### config.mk
export PLATFORM = sky130hd
export DESIGN_NAME = fifo_sched
export DESIGN_NICKNAME = d
export VERILOG_FILES = /design/src/rtl/fifo_sched.sv
export SDC_FILE = /design/constraint.sdc
export NUM_CORES = 1
export LEC_CHECK = 0
export CORE_MARGIN = 4
export CORE_UTILIZATION = 40
export CTS_CLUSTER_SIZE = 25
export DETAILED_ROUTE_END_ITERATION = 8
export GPL_TIMING_DRIVEN = 0
export PLACE_DENSITY = 0.84
export SLEW_MARGIN = 20
export SYNTH_ARGS = -nofsm -noshare
export SYNTH_HDL_FRONTEND = slang
export SYNTH_SLANG_ARGS = --single-unit
### constraint.sdc
create_clock -name clock -period 4.7 [get_ports clock]
set_clock_uncertainty 0.2 [all_clocks]
set_input_delay 0.705 -clock clock [delete_from_list [all_inputs] [get_ports clock]]
set_output_delay 0.705 -clock clock [all_outputs]
set_load 0.1 [all_outputs]
### src/rtl/fifo_sched.sv
// Round-robin push arbiter and push/pop sequencer in front of a ring-buffer FIFO; also keeps a shadow occupancy count.
// Latency: 0 cycles, because grants and FIFO strobes are combinational from the current inputs and registers.
// Backpressure: fifoFull blocks every ack and fifoEmpty blocks popAck. On contention, push and pop alternate.
// Optional statistics: define FIFO_SCHED_STATS_EN to build the saturating stallCount counter.
module fifo_sched #(
    parameter int NREQ = 4,
    parameter int MSBD = 1,
    parameter int LAST = 3,
    parameter int CNTW = 3
) (
    input  logic                       clock,
    input  logic                       reset,
    input  logic [NREQ-1:0]            req,
    input  logic [NREQ*(MSBD+1)-1:0]   reqData,
    output logic [NREQ-1:0]            ack,
    input  logic                       popReq,
    output logic                       popAck,
    output logic                       fifoPush,
    output logic                       fifoPop,
    output logic [MSBD:0]              fifoDataIn,
    input  logic                       fifoFull,
    input  logic                       fifoEmpty,
    output logic [CNTW-1:0]            count,
    output logic [15:0]                stallCount
);

    localparam int PW = (NREQ > 1) ? $clog2(NREQ) : 1;
    localparam int DW = MSBD + 1;

    logic [PW-1:0] rrPtr;
    logic          favorPop;

    logic          pushWant;
    logic          popWant;
    logic          contested;
    logic          doPush;
    logic          doPop;
    logic [PW-1:0] winner;
    logic          found;
    logic [PW-1:0] nextPtr;

    // Round-robin scan: the first requester at or after rrPtr, wrapping modulo NREQ.
    always_comb begin
        int idx;
        idx    = 0;
        winner = '0;
        found  = 1'b0;
        for (int k = 0; k < NREQ; k++) begin
            idx = int'(rrPtr) + k;
            if (idx >= NREQ) begin
                idx = idx - NREQ;
            end
            if (!found && req[idx]) begin
                found  = 1'b1;
                winner = PW'(idx);
            end
        end
    end

    // Operation select: a contested cycle goes to whichever side favorPop names, so push and pop are never both high.
    always_comb begin
        pushWant  = (|req) & ~fifoFull;
        popWant   = popReq & ~fifoEmpty;
        contested = pushWant & popWant;
        doPush    = ~reset & pushWant & ~(contested & favorPop);
        doPop     = ~reset & popWant & ~(contested & ~favorPop);
        nextPtr   = (winner == PW'(NREQ - 1)) ? '0 : winner + 1'b1;
    end

    // FIFO strobes, grant and data steering; all are zero unless an operation is chosen, including during reset.
    always_comb begin
        ack        = '0;
        fifoDataIn = '0;
        if (doPush) begin
            ack[winner] = 1'b1;
            fifoDataIn  = reqData[winner*DW +: DW];
        end
        fifoPush = doPush;
        fifoPop  = doPop;
        popAck   = doPop;
    end

    // Arbitration state and shadow occupancy; every register holds on an idle cycle.
    always_ff @(posedge clock) begin
        if (reset) begin
            rrPtr    <= '0;
            favorPop <= 1'b0;
            count    <= '0;
        end else begin
            if (contested) begin
                favorPop <= ~favorPop;
            end
            if (doPush) begin
                rrPtr <= nextPtr;
            end
            if (doPush && (count != CNTW'(LAST + 1))) begin
                count <= count + 1'b1;
            end else if (doPop && (count != '0)) begin
                count <= count - 1'b1;
            end
        end
    end

`ifdef FIFO_SCHED_STATS_EN
    logic [15:0] stallReg;
    logic        stallEvent;

    // A stall is a producer blocked by a full FIFO, or a contested cycle that went to the consumer.
    always_comb begin
        stallEvent = ((|req) & fifoFull) | (contested & favorPop);
    end

    // Saturating stall counter, cleared by reset.
    always_ff @(posedge clock) begin
        if (reset) begin
            stallReg <= '0;
        end else if (stallEvent && (stallReg != 16'hFFFF)) begin
            stallReg <= stallReg + 16'd1;
        end
    end

    assign stallCount = stallReg;
`else
    assign stallCount = 16'd0;
`endif

endmodule

==> results.sh <==
export IMPL_drt_pre_antenna_iters=3
export IMPL_use_met1=0.146
export IMPL_crit_path_frequent_cell="clkdlybuf4s50_1"
export IMPL_grt_pass1_vias=700
export IMPL_grt_pass1_wl_um=2920
export IMPL_multi_input_area_sq_um=517
export IMPL_setup_viol=0
export IMPL_slowest_stage="clkdlybuf4s50_1"
export IMPL_cts_sinks=6
export IMPL_placed_area_sq_um=1100
export IMPL_finalMaxSlewViolations=0
export IMPL_cts_buffers_inserted=3
export IMPL_track_usage=0.143
export IMPL_hold_viol_final=0
export IMPL_path_buf_inv=3
export IMPL_slowest_delay_ps=1180
export IMPL_synth_most_common_cell="buf_4"
export IMPL_cts_hold_buf=0
export IMPL_ir_worst_vdd_mv=0.189
export IMPL_maxCapViolations=0
export IMPL_path_class="in2out"
export IMPL_synthCells=90
export IMPL_grt_max_degree=9
export IMPL_async_flop_share=0
export IMPL_post_route_cell_area_sq_um=1130
export IMPL_drt_total_wl_um=1750
export IMPL_avgSynthCellArea_sq_um=8.30
export IMPL_drtIter0Drc=6
export IMPL_coreArea_sq_um=1750
export IMPL_met3_usage=0.0408
export IMPL_die_h_um=51.2
export IMPL_synth_top_cell_area_share=0.171
export IMPL_critPathLaunchType="input port"
export IMPL_outcome="complete, no violations"
export IMPL_cts_setup_buffers=0
export IMPL_crit_chain="clkdlybuf4s50_1, nand2_1, a221o_1, and2_4, buf_6, mux2i_1, a211oi_1, clkdlybuf4s50_1"
export IMPL_power_leakage_nw=0.507
export IMPL_io_pin_count=45
export IMPL_path_clk_slew_ps=50
export IMPL_slew_headroom=0.342
export IMPL_setup_tns_ps=0
export IMPL_dieArea_sq_um=2620
export IMPL_gr_total_overflow=0
export IMPL_cts_tree="built"
export IMPL_synth_top_area_cell="buf_4"
export IMPL_nFillCells=165
export IMPL_hp_start="rrPtr[0]"
export IMPL_cts_max_path_buffers=2
export IMPL_post_cts_resized=0
export IMPL_busiest_layer="met2"
export IMPL_worst_slew_pin_slew_ps=984
export IMPL_crit_fanout=5
export IMPL_gp_congestion=0.714
export IMPL_cp_end_kind="output port"
export IMPL_routed_via_density=4.44
export IMPL_netlist_area_sq_um=747
export IMPL_die_w_um=51.2
export IMPL_final_nets=159
export IMPL_portBuffers=27
export IMPL_drc_errors=0
export IMPL_dp_cells=157
export IMPL_yosys_top_cells_count="buf_4, a211oi_1, nor2_1, dfxtp_1, nand2_1"
export IMPL_htreeDepth=1
export IMPL_clk_latency_ps=250
export IMPL_yosys_register_bits=6
export IMPL_antenna_found_initial=0
export IMPL_synth_edf_count=0
export IMPL_min_path_type="reg2reg"
export IMPL_area_growth_synth_to_final_pct=50.9
export IMPL_rows=15
export IMPL_cts_root_buf="clkbuf_4"
export IMPL_drive_gt1_frac=0.207
export IMPL_dpl_hpwl_um=1530
export IMPL_min_period_over_period=0.940
export IMPL_yosysSeqAreaShare=0.161
export IMPL_ys_types=33
export IMPL_path_delay_family="buffers and inverters"
export IMPL_start_util=0.428
export IMPL_rsz0062_at_grt="no"
export IMPL_startpoint="req[0]"
export IMPL_reg2reg_from="favorPop"
export IMPL_layoutNonFillerInstCount=160
export IMPL_fmax_mhz=226
export IMPL_antenna_left=0
export IMPL_via_count=711
export IMPL_n_antenna_cell=0
export IMPL_arrival_ps=3510
export IMPL_holdWs_ps=336
export IMPL_wl_per_cell_um=10.9
export IMPL_synth_flop_cell="dfxtp_1"
export IMPL_regArea_sq_um=120
export IMPL_power_density_nw_per_um2=308
export IMPL_grt_use_met2=0.277
export IMPL_yosys_warnings=0
export IMPL_synthTopCellsByArea="buf_4, dfxtp_1, a211oi_1, ha_1, mux2i_1"
export IMPL_min_period_ps=4420
export IMPL_worstPathRequired_ps=3800
[where the power goes]
| part | switching (mW) | total, mW | leakage, nW | internal [mW] |
|---|---|---|---|---|
| logic | 0.164 | 0.230 | 0.444 | 0.0658 |
| clock network | 0.0208 | 0.0498 | 0.0138 | 0.0290 |
| registers | 0.00885 | 0.0669 | 0.0494 | 0.0581 |
| total | 0.194 | 0.347 | 0.507 | 0.153 |
[cells in the final DEF (no fill, tap or decap), drive strengths merged, types with 2 or more instances in the layout]
cell,synthesis,final
a211oi,8,8
a21oi,2,2
a221oi,2,2
and2,5,5
and3,2,2
buf,19,19
clkbuf,0,3
clkdlybuf4s50,0,27
conb,1,16
dfxtp,6,6
ha,4,4
inv,4,4
mux2i,3,3
nand2,5,5
nand2b,2,2
nor2,7,7
nor2b,4,4
nor3,3,3
o21ai,2,2
xnor2,2,2
[sequential cells by signal, indices dropped and copies added, names as in the netlist]
| signal | flops |
|---|---|
| count | 3 |
| rrPtr | 2 |
| favorPop | 1 |
[logic make-up (layout without fill, tap and decap cells)]
group / count (synthesis) / count (layout) / share of synthesized area
xor gates and xnor gates: 2 / 2 / 0.0235
buffers and inverters: 24 / 54 / 0.223
muxes: 4 / 4 / 0.0553
DFF: 6 / 6 / 0.161
AOI/OAI and AO/OA: 16 / 16 / 0.193
and+or+nand+nor: 32 / 32 / 0.246
adders and majority gates: 5 / 5 / 0.0938
other: 1 / 16 / 0.00502
[path summary, 6_finish.rpt]
check,end,slack (ps),cells after the start
hold / removal,rrPtr[0],340,2
hold reg to reg,rrPtr[0],340,2
setup / recovery,fifoDataIn[0],280,8
setup reg to reg,count[2],2470,8
[per-stage QoR]
stage,power (mW),utilization,setup slack [ps]
global route,0.364,0.646,150
CTS,0.348,0.646,256
global placement,0.293,0.633,325
finish,0.347,0.646,282
detailed placement,0.299,0.633,250
floorplan,0.255,-,21.3
[final cells by class]
| class | count | area share |
|---|---|---|
| Timing Repair Buffer | 27 | 0.240 |
| Tap cell | 25 | 0.0277 |
| Inverter | 5 | 0.0211 |
| Multi-Input combinational cell | 75 | 0.458 |
| Clock buffer | 3 | 0.0200 |
| Buffer | 19 | 0.127 |
| Sequential cell | 6 | 0.107 |
[worst register-to-register path, cell delays in order, from the launching register on]
cell,delay (ps)
dfxtp_1,340
a211oi_4,350
nand2b_1,150
inv_1,160
nand2_1,90
fa_1,420
nor3_1,200
a221oi_1,90
nor3_1,130
[metal layers]
metal  up-vias  wire length (um)
met5         -                 0
met4         0                21
met3         3               146
met2        32               896
met1       307               683
li1        369                 -
No activity file was read; power rests on OpenSTA's default activity.
